[src/rtl/serial_parity_rx.sv]
// Bit-serial even-parity frame receiver: LSB-first data bits, then one parity bit, into a one-entry output register.
// Optional feature macro: PERR_CNT_EN adds the saturating perr_count port.
module serial_parity_rx #(
  parameter int DATA_W = 8
) (
  input  logic              clk,
  input  logic              rst_n,
  input  logic              in_valid,
  input  logic              in_bit,
  output logic              in_ready,
  input  logic              abort,
  output logic              out_valid,
  input  logic              out_ready,
  output logic [DATA_W-1:0] out_data,
  output logic              out_perr,
  output logic              busy
`ifdef PERR_CNT_EN
  ,
  output logic [7:0]        perr_count
`endif
);

  localparam int CNT_W = $clog2(DATA_W + 1);

  typedef enum logic [1:0] {
    ST_IDLE   = 2'd0,
    ST_DATA   = 2'd1,
    ST_PARITY = 2'd2
  } state_t;

  function automatic logic parity_step(input logic acc, input logic b);
    return acc ^ b;
  endfunction

  state_t              state_r;
  state_t              state_nxt_s;
  logic [CNT_W-1:0]    cnt_r;
  logic [DATA_W-1:0]   shift_r;
  logic                acc_r;
  logic                out_valid_r;
  logic [DATA_W-1:0]   out_data_r;
  logic                out_perr_r;
  logic                in_ready_s;
  logic                accept_s;
  logic                complete_s;
  logic                perr_new_s;
  logic                busy_s;

  // State register.
  always_ff @(posedge clk or negedge rst_n) begin
    if (!rst_n) begin
      state_r <= ST_IDLE;
    end else begin
      state_r <= state_nxt_s;
    end
  end

  // Next-state logic; abort wins over any accept.
  always_comb begin
    state_nxt_s = state_r;
    case (state_r)
      ST_IDLE: begin
        if (abort) begin
          state_nxt_s = ST_IDLE;
        end else if (accept_s) begin
          state_nxt_s = ST_DATA;
        end else begin
          state_nxt_s = ST_IDLE;
        end
      end
      ST_DATA: begin
        if (abort) begin
          state_nxt_s = ST_IDLE;
        end else if (accept_s && (cnt_r == CNT_W'(DATA_W - 1))) begin
          state_nxt_s = ST_PARITY;
        end else begin
          state_nxt_s = ST_DATA;
        end
      end
      ST_PARITY: begin
        if (abort || accept_s) begin
          state_nxt_s = ST_IDLE;
        end else begin
          state_nxt_s = ST_PARITY;
        end
      end
      default: state_nxt_s = ST_IDLE;
    endcase
  end

  // Handshake and completion decode; only the parity bit can stall.
  always_comb begin
    in_ready_s = 1'b1;
    if ((state_r == ST_PARITY) && out_valid_r && !out_ready) begin
      in_ready_s = 1'b0;
    end else begin
      in_ready_s = 1'b1;
    end
    accept_s   = in_valid && in_ready_s;
    complete_s = accept_s && !abort && (state_r == ST_PARITY);
    perr_new_s = parity_step(acc_r, in_bit);
    busy_s     = (state_r != ST_IDLE);
  end

  // Bit counter, shift register and running parity accumulator.
  always_ff @(posedge clk or negedge rst_n) begin
    if (!rst_n) begin
      cnt_r   <= {CNT_W{1'b0}};
      shift_r <= {DATA_W{1'b0}};
      acc_r   <= 1'b0;
    end else if (abort) begin
      cnt_r <= {CNT_W{1'b0}};
      acc_r <= 1'b0;
    end else if (accept_s) begin
      if (state_r == ST_PARITY) begin
        cnt_r <= {CNT_W{1'b0}};
        acc_r <= 1'b0;
      end else begin
        cnt_r   <= cnt_r + CNT_W'(1);
        acc_r   <= parity_step(acc_r, in_bit);
        shift_r <= {in_bit, shift_r[DATA_W-1:1]};
      end
    end else begin
      cnt_r <= cnt_r;
    end
  end

  // One-entry output register; a completing frame overrides the drain.
  always_ff @(posedge clk or negedge rst_n) begin
    if (!rst_n) begin
      out_valid_r <= 1'b0;
      out_data_r  <= {DATA_W{1'b0}};
      out_perr_r  <= 1'b0;
    end else if (complete_s) begin
      out_valid_r <= 1'b1;
      out_data_r  <= shift_r;
      out_perr_r  <= perr_new_s;
    end else if (out_valid_r && out_ready) begin
      out_valid_r <= 1'b0;
    end else begin
      out_valid_r <= out_valid_r;
    end
  end

`ifdef PERR_CNT_EN
  logic [7:0] perr_count_r;

  // Saturating count of frames completed with a parity error.
  always_ff @(posedge clk or negedge rst_n) begin
    if (!rst_n) begin
      perr_count_r <= 8'd0;
    end else if (complete_s && perr_new_s && (perr_count_r != 8'd255)) begin
      perr_count_r <= perr_count_r + 8'd1;
    end else begin
      perr_count_r <= perr_count_r;
    end
  end

  assign perr_count = perr_count_r;
`endif

  assign in_ready  = in_ready_s;
  assign out_valid = out_valid_r;
  assign out_data  = out_data_r;
  assign out_perr  = out_perr_r;
  assign busy      = busy_s;

endmodule

[config.mk]
export PLATFORM = sky130hd
export DESIGN_NAME = serial_parity_rx
export DESIGN_NICKNAME = d
export VERILOG_FILES = /design/src/rtl/serial_parity_rx.sv
export SDC_FILE = /design/constraint.sdc
export NUM_CORES = 1
export LEC_CHECK = 0
export CAP_MARGIN = 20
export CELL_PAD_IN_SITES_DETAIL_PLACEMENT = 0
export CELL_PAD_IN_SITES_GLOBAL_PLACEMENT = 1
export CORE_UTILIZATION = 42
export CTS_CLUSTER_DIAMETER = 60
export DETAILED_ROUTE_END_ITERATION = 7
export PLACE_DENSITY_LB_ADDON = 0.1
export SYNTH_ARGS = -nofsm -noshare
export SYNTH_HDL_FRONTEND = slang
export SYNTH_SLANG_ARGS = --single-unit
[constraint.sdc]
create_clock -name clk -period 1.7 [get_ports clk]
set_input_delay 0.34 -clock clk [delete_from_list [all_inputs] [get_ports clk]]
set_output_delay 0.34 -clock clk [all_outputs]
set_load 0.1 [all_outputs]
=== Word-level counts from Yosys, hierarchy flattened ===
Cells that the tools add are included.

* Register bits: 25
* Input port bits: 6
* Output and inout port bits: 12
* Logic and storage cells: 44

* Add/subtract/negate cells: 1
* Equality and inequality tests: 3
* Mux-type cells: 15
* Bitwise gates (word level): 3
* Reductions and logical operators: 15

{| class="wikitable"
|+ Operators by type and width
! cell !! count
|-
| $mux 4 || 3
|-
| $mux 1 || 8
|-
| $logic_and 1x1->1 || 7
|-
| $mux 2 || 3
|-
| $pmux 2 s3 || 1
|-
| $reduce_bool 2->1 || 3
|-
| $add 4x1->4 const B || 1
|-
| $eq 4x3->1 const B || 1
|-
| $reduce_and 3->1 || 1
|-
| $eq 2x1->1 const B || 1
|-
| $eq 2x2->1 const B || 1
|-
| $logic_not 1->1 || 2
|-
| $logic_not 2->1 || 1
|-
| $not 1->1 || 2
|-
| $logic_or 1x1->1 || 1
|-
| $xor 1x1->1 || 1
|}

=== Logic depth before layout (Yosys ltp) ===
Gate-level depths: netlist of the first run.

* Depth after elaboration: 9
* Depth in mapped cells: 4
* Gate-level depth less buffers: 4

=== Worst setup path after synthesis of the first run ===
Ideal clock, no wire load.

* Path type: register to register
* From: reg out_valid_r, in the netlist out_valid
* To: reg cnt_r[0]
* Library setup time: 66 ps
* Arrival time: 2,917 ps
* Required time: 1,634 ps
* Setup slack: -1,283 ps
* Cell stages (with the launch flop): 4
* Period minus slack after synthesis: 2,983 ps
* Path through: dfrtp_1 nand4bb_1 a21oi_1 mux2_2

* Longest elaborated chain between the ends: 5

{| class="wikitable"
|+ Ends and longest elaborated chain
! element !! RTL line !! RTL
|-
| from (decl) || 40 || <nowiki>logic out_valid_r;</nowiki>
|-
| from (signal assigned) || 141 || <nowiki>out_valid_r <= out_valid_r;</nowiki>
|-
| $logic_and 1x1->1 (2 in a row) || 94 || <nowiki>if ((state_r == ST_PARITY) && out_valid_r && !out_ready) begin</nowiki>
|-
| $mux 1 || 94 ||
|-
| named net in_ready || 10 || <nowiki>output logic in_ready,</nowiki>
|-
| $logic_and 1x1->1 || 99 || <nowiki>accept_s = in_valid && in_ready_s;</nowiki>
|-
| $reduce_bool 2->1 (no source line) || n/a ||
|-
| to (signal assigned) || 108 || <nowiki>cnt_r <= {CNT_W{1'b0}};</nowiki>
|-
| to (signal assigned) || 112 || <nowiki>cnt_r <= {CNT_W{1'b0}};</nowiki>
|-
| to (signal assigned) || 116 || <nowiki>cnt_r <= {CNT_W{1'b0}};</nowiki>
|-
| to (decl) || 37 || <nowiki>logic [CNT_W-1:0] cnt_r;</nowiki>
|}

The timed path passes the listed nets, and every way through them passes these cells.
A chain may end at the register's enable or synchronous reset.

=== Final worst setup path of the first run ===
* From: reg state_r[0]
* To: out busy

* Longest elaborated chain between the ends: 1

{| class="wikitable"
|+ Ends and longest elaborated chain
! element !! RTL line !! RTL
|-
| from (decl) || 35 || <nowiki>state_t state_r;</nowiki>
|-
| from (signal assigned) || 54 || <nowiki>state_r <= state_nxt_s;</nowiki>
|-
| $reduce_bool 2->1 || 102 || <nowiki>busy_s = (state_r != ST_IDLE);</nowiki>
|-
| to (decl) || 16 || <nowiki>output logic busy</nowiki>
|}

Every way passes these cells.

==> results.json, run 1 <==
{
  "die_w_um": 53.1,
  "hold_violations": 0,
  "final_cell_mix": "dfrtp_1, mux2_2, buf_12, buf_4, mux2_4",
  "fin_skew_ns": 0.00710,
  "wl_mm": 1.92,
  "synth-seq-cells": 25,
  "postCtsSetupBuffers": 0,
  "grt_pass1_wl_mm": 3.19,
  "crit_path_end_kind": "primary output",
  "drive_above_1_share": 0.490,
  "numCtsBuffers": 3,
  "fin_nets": 110,
  "cts_max_level": 1,
  "p_seq_frac": 0.611,
  "final_cells": 132,
  "std_cell_rows": 18,
  "post-place-ws_ns": -0.177,
  "synth.avg_cell_area_sq_um": 14.6,
  "grtUsageMet3": 0.0345,
  "dieArea_sq_um": 2810,
  "period_minus_slack_ns": 1.63,
  "synth_area_leader_cell": "dfrtp_1",
  "gp_congestion": 0.780,
  "top_usage_layer": "met2",
  "path_class": "flop to primary output",
  "io_buffers": 17,
  "grt_max_degree": 26,
  "use_met1": 0.217,
  "grtUsageTotal": 0.164,
  "drtPass1Iterations": 4,
  "drt-vias-per-instance": 5.14,
  "placed_area_sq_um": 1480,
  "yosys_warnings": 0,
  "rsz0062_at_grt": "false",
  "syn_nets": 82,
  "clock_path_buffers": 2,
  "power.density_nw_per_um2": 804,
  "finalWorstSetupSlack_ns": 0.0713,
  "cp.arrival_ns": 1.29,
  "drtIter0Drc": 6,
  "crit_required_ns": 1.36,
  "clockPowerShare": 0.225,
  "seq_area_frac_synth": 0.571,
  "start_util": 0.442,
  "p_sw_frac": 0.262,
  "tns_ns": 0,
  "p_switching_uw": 320,
  "maxSlewViolCount": 0,
  "irDropWorstVdd_v": 0.000506,
  "fmax_ghz": 0.614,
  "internal_power_uw": 899,
  "synth_area_leaders": "dfrtp_1, mux2_2, mux2_4",
  "synthCells": 75,
  "postLayoutCellArea_sq_um": 1520,
  "synth_area_sq_um": 1090,
  "final_common_cell": "dfrtp_1",
  "cap_violations": 0,
  "via_count": 678,
  "ctsRootBufferMaster": "clkbuf_4",
  "cts-resized-gates": 0,
  "drtAntennaViolNets": 0,
  "placedCellCount": 128,
  "grt_overflow_total": 0,
  "wl_per_cell_um": 14.5,
  "tightest_slew_ns": 0.359,
  "synth_top_area_share": 0.571,
  "drc_errors": 0,
  "path_cells": "or2_2 -> buf_12",
  "start_kind": "flop",
  "tritoncts": "built",
  "synth.distinct_cells": 25,
  "core_area_sq_um": 2480,
  "grt_pass1_vias": 691,
  "critPathMaxFanout": 5,
  "antenna_found_initial": 0,
  "status": "finished clean",
  "antenna_cells": 0,
  "slew_headroom": 0.761,
  "finalSetupViolCount": 0,
  "pin_count": 18,
  "hp-class": "primary input to asynchronous set/reset pin",
  "insertion_delay_ns": 0.32,
  "use_met2": 0.253,
  "pwr-share-comb": 0.163,
  "clock_sinks": 25,
  "ctsHoldBuffers": 0,
  "period_share": 0.958,
  "dp_hpwl_mm": 1.35,
  "crit_slowest_cell": "dfrtp_2",
  "area_growth_pct": 38.4,
  "cpPeakStageDelay_ns": 0.47,
  "clk_pin_slew_ns": 0.15,
  "p_leak_nw": 0.700,
  "die_h_um": 53.1
}
## cells in the mapped netlist, drive strengths merged
cell type   n
nand4bb     1
dfrtp      25
nor2b       3
a22o        2
buf         2
nor4b       2
nor4        1
nand3b      1
nand2       1
or3         1
xnor2       1
nand2b      3
a21bo       1
a21oi       2
or2         2
nor2        3
nand3       2
a221o       2
mux2       18
xor2        1
ha          1
## kinds of logic (layout without fill, tap and decap cells)
logic type      after synthesis  in the layout  share of synthesized area
compound gates                7              7                     0.0526
xor+xnor                      2              2                     0.0160
fa+ha+maj                     1              1                     0.0114
buf+inv                       2             29                     0.0206
flops                        25             25                      0.571
mux                          18             18                      0.206
simple gates                 20             20                      0.122
## power groups by stage
stage	clock network (mW)	registers, mW	logic, mW
floorplan	0	0.732	0.146
finish	0.275	0.745	0.199
global route	0.308	0.754	0.217
detailed placement	0	0.755	0.201
global placement	0	0.753	0.193
CTS	0.288	0.744	0.202
## flip-flops by register name, indices dropped and copies added, names as in the netlist
name,flops
shift_r,8
state_r,2
out_valid,1
acc_r,1
out_perr,1
cnt_r,4
out_data,8
## final timing paths
| check | to | from | cells past startpoint | slack, ns |
|---|---|---|---|---|
| min | shift_r[7]$_DFFE_PN0P_ | rst_n | 2 | 0.37 |
| max reg2reg | shift_r[7]$_DFFE_PN0P_ | state_r[1]$_DFF_PN0_ | 3 | 0.23 |
| max | busy | state_r[0]$_DFF_PN0_ | 2 | 0.07 |
| min reg2reg | shift_r[0]$_DFFE_PN0P_ | shift_r[0]$_DFFE_PN0P_ | 1 | 0.54 |
| max in group asynchronous | out_valid$_DFFE_PN0P_ | rst_n | 2 | 1.05 |
| min in group clk | shift_r[0]$_DFFE_PN0P_ | shift_r[0]$_DFFE_PN0P_ | 1 | 0.54 |
## routing by layer
| layer | vias to the layer above | wire (um) |
|---|---|---|
| met5 | - | 0 |
| met3 | 2 | 65 |
| li1 | 325 | - |
| met4 | 0 | 12 |
| met2 | 13 | 884 |
| met1 | 338 | 955 |
## worst max-delay path, delay by kind of cell, from the launching register on
| family | cells | cell delay (ns) |
|---|---|---|
| flip-flops | 1 | 0.47 |
| AND/OR/NAND/NOR | 1 | 0.33 |
| buffers and inverters | 1 | 0.17 |
## layout make-up
cell class	count	area, sq um
tap	30	37.5
multi-input combinational	48	467
sequential	25	631
clock inverter	1	7.51
clock buffer	3	22.5
fill	203	962
timing repair buffer	25	350
## metrics by stage
stage	power [mW]	utilization	hold WS (ns)
2_1_floorplan	0.878	-	0.0444
3_3_place_gp	0.946	0.599	0.497
3_5_place_dp	0.956	0.599	0.508
4_1_cts	1.23	0.611	0.370
5_1_grt	1.28	0.612	0.403
6_report	1.22	0.612	0.372
Note: power is estimated with default switching activity, not from simulation.
==> run 2: changes to the inputs <==
- ABC_AREA: default -> 1
- CORE_UTILIZATION: 42 -> 39
==> results.json, run 2 <==
{
  "std_cell_rows": 19,
  "core_area_sq_um": 2730,
  "netlist_top_cells_count": "nand2_1, dfrtp_1, inv_1, nand3_1, o21ai_2",
  "finalWorstSetupSlack_ns": 0.129,
  "die_w_um": 55.5,
  "synth_top_area_share": 0.561,
  "rsz0062_at_grt": "false",
  "drc_errors": 0,
  "cp.arrival_ns": 1.23,
  "tns_ns": 0,
  "numCtsBuffers": 3,
  "grt_max_degree": 26,
  "crit_required_ns": 1.36,
  "start_kind": "flop",
  "synthSimpleGateAreaFrac": 0.239,
  "start_util": 0.408,
  "muxShareOfSynthArea": 0,
  "cts-resized-gates": 0,
  "die_h_um": 55.5,
  "crit_path_end_kind": "primary output",
  "p_leak_nw": 0.699,
  "synth_edf_count": 0,
  "clock_sinks": 25,
  "fin_skew_ns": 0.00420,
  "area_growth_pct": 32.6,
  "hold_violations": 0,
  "nFillCells": 243,
  "irDropWorstVdd_v": 0.000816,
  "synth_area_leaders": "dfrtp_1, nand2_1, o21ai_2",
  "maxSlewViolCount": 0,
  "grt_pass1_vias": 719,
  "critPathMaxFanout": 4,
  "yosys_warnings": 0,
  "drtAntennaViolNets": 0,
  "synth_area_leader_cell": "dfrtp_1",
  "tritoncts": "built",
  "drive_above_1_share": 0.243,
  "dp_hpwl_mm": 1.36,
  "final_common_cell": "nand2_1",
  "dieArea_sq_um": 3080,
  "timing.hold.ws_ns": 0.377,
  "clk_pin_slew_ns": 0.13,
  "synth_fa_ha_area_frac": 0.0112,
  "post-place-ws_ns": 0.0806,
  "drtIter0Drc": 18,
  "synth_top_family_by_area": "simple AND/OR/NAND/NOR gates",
  "pin_count": 18,
  "final_cell_mix": "nand2_1, dfrtp_1, inv_1, buf_12",
  "ctsRootBufferMaster": "clkbuf_4",
  "wl_per_cell_um": 11.0,
  "drt-vias-per-instance": 4.75,
  "synth.avg_cell_area_sq_um": 9.70,
  "slew_headroom": 0.787,
  "antenna_found_initial": 0,
  "cap_violations": 0,
  "seq_area_frac_synth": 0.561,
  "synth_compound_area_frac": 0.107,
  "syn_nets": 122,
  "period_minus_slack_ns": 1.57,
  "grt_overflow_total": 0,
  "wl_mm": 1.84,
  "status": "finished clean",
  "fmax_ghz": 0.637,
  "synth_area_sq_um": 1120,
  "antenna_cells": 0,
  "hp-class": "primary input to asynchronous set/reset pin",
  "gp_congestion": 0.724,
  "synth.most_common_cell": "nand2_1",
  "period_share": 0.924,
  "power_mw": 1.07,
  "clock_path_buffers": 2,
  "insertion_delay_ns": 0.31,
  "power.density_nw_per_um2": 725,
  "ys.flop_type": "dfrtp_1",
  "grt_pass1_wl_mm": 3.21,
  "synth_xor_area_frac": 0.0157,
  "finalSetupViolCount": 0,
  "final_core_utilization": 0.541,
  "async_reset_ff_frac": 1.00,
  "via_count": 793,
  "tightest_slew_ns": 0.319,
  "postCtsSetupBuffers": 0,
  "grtUsageTotal": 0.131,
  "synth-seq-cells": 25,
  "fin_nets": 144,
  "path_class": "flop to primary output",
  "drtPass1Iterations": 4,
  "synthCells": 115,
  "cts_max_level": 1,
  "ctsHoldBuffers": 0,
  "synth.distinct_cells": 19,
  "io_buffers": 17
}
==> run 2: routing by layer <==
layer  global-route usage  up-vias  share of wire
li1                     -      409              -
met1                0.183      366           0.50
met2                0.198       16           0.45
met3               0.0515        2          0.044
met4               0.0214        0         0.0065
met5                    0        -              0
==> run 2: worst max-delay path, cell delays in order (launching register included) <==
cell     delay [ns]
dfrtp_1        0.38
inv_1          0.09
nor2_4         0.15
nand2_2        0.12
buf_12         0.18
==> run 2: per-stage QoR <==
step / instances / instance area [sq um]
after global placement: 163 / 1450
after global routing: 167 / 1480
after detailed placement: 163 / 1450
after floorplan: 115 / 1120
after CTS: 167 / 1480
final: 167 / 1480
==> run 2: cells by family after synthesis <==
| logic type | count (synthesis) |
|---|---|
| AO/OA/AOI/OAI | 17 |
| XOR/XNOR | 2 |
| adder cells (fa/ha/maj) | 1 |
| buffers and inverters | 16 |
| flip-flops | 25 |
| AND/OR/NAND/NOR | 54 |
==> run 2: where the power goes <==
group / switching (mW) / leakage, nW / total (mW) / internal, mW
sequential: 0.0251 / 0.337 / 0.663 / 0.638
combinational: 0.101 / 0.347 / 0.153 / 0.0522
clock: 0.165 / 0.0150 / 0.257 / 0.0916
total: 0.291 / 0.699 / 1.07 / 0.782
==> run 2: worst paths after layout <==
kind / startpoint / to / slack [ns] / cells past startpoint
max in group asynchronous: rst_n / out_valid$_DFFE_PN0P_ / 1.07 / 2
worst min-delay path: rst_n / shift_r[5]$_DFFE_PN0P_ / 0.38 / 2
worst min register to register: shift_r[2]$_DFFE_PN0P_ / shift_r[2]$_DFFE_PN0P_ / 0.51 / 2
worst max register to register: state_r[1]$_DFF_PN0_ / cnt_r[0]$_DFFE_PN0P_ / 0.54 / 6
worst max-delay path: state_r[1]$_DFF_PN0_ / in_ready / 0.13 / 4
min in group clk: shift_r[2]$_DFFE_PN0P_ / shift_r[2]$_DFFE_PN0P_ / 0.51 / 2
==> run 2: layout make-up <==
| class | instances | area, sq um | area share |
|---|---|---|---|
| Sequential cell | 25 | 627 | 0.423 |
| Timing Repair Buffer | 19 | 318 | 0.215 |
| Inverter | 14 | 52.6 | 0.0355 |
| Multi-Input combinational cell | 74 | 418 | 0.282 |
| Clock buffer | 4 | 26.3 | 0.0178 |
| Tap cell | 31 | 38.8 | 0.0262 |
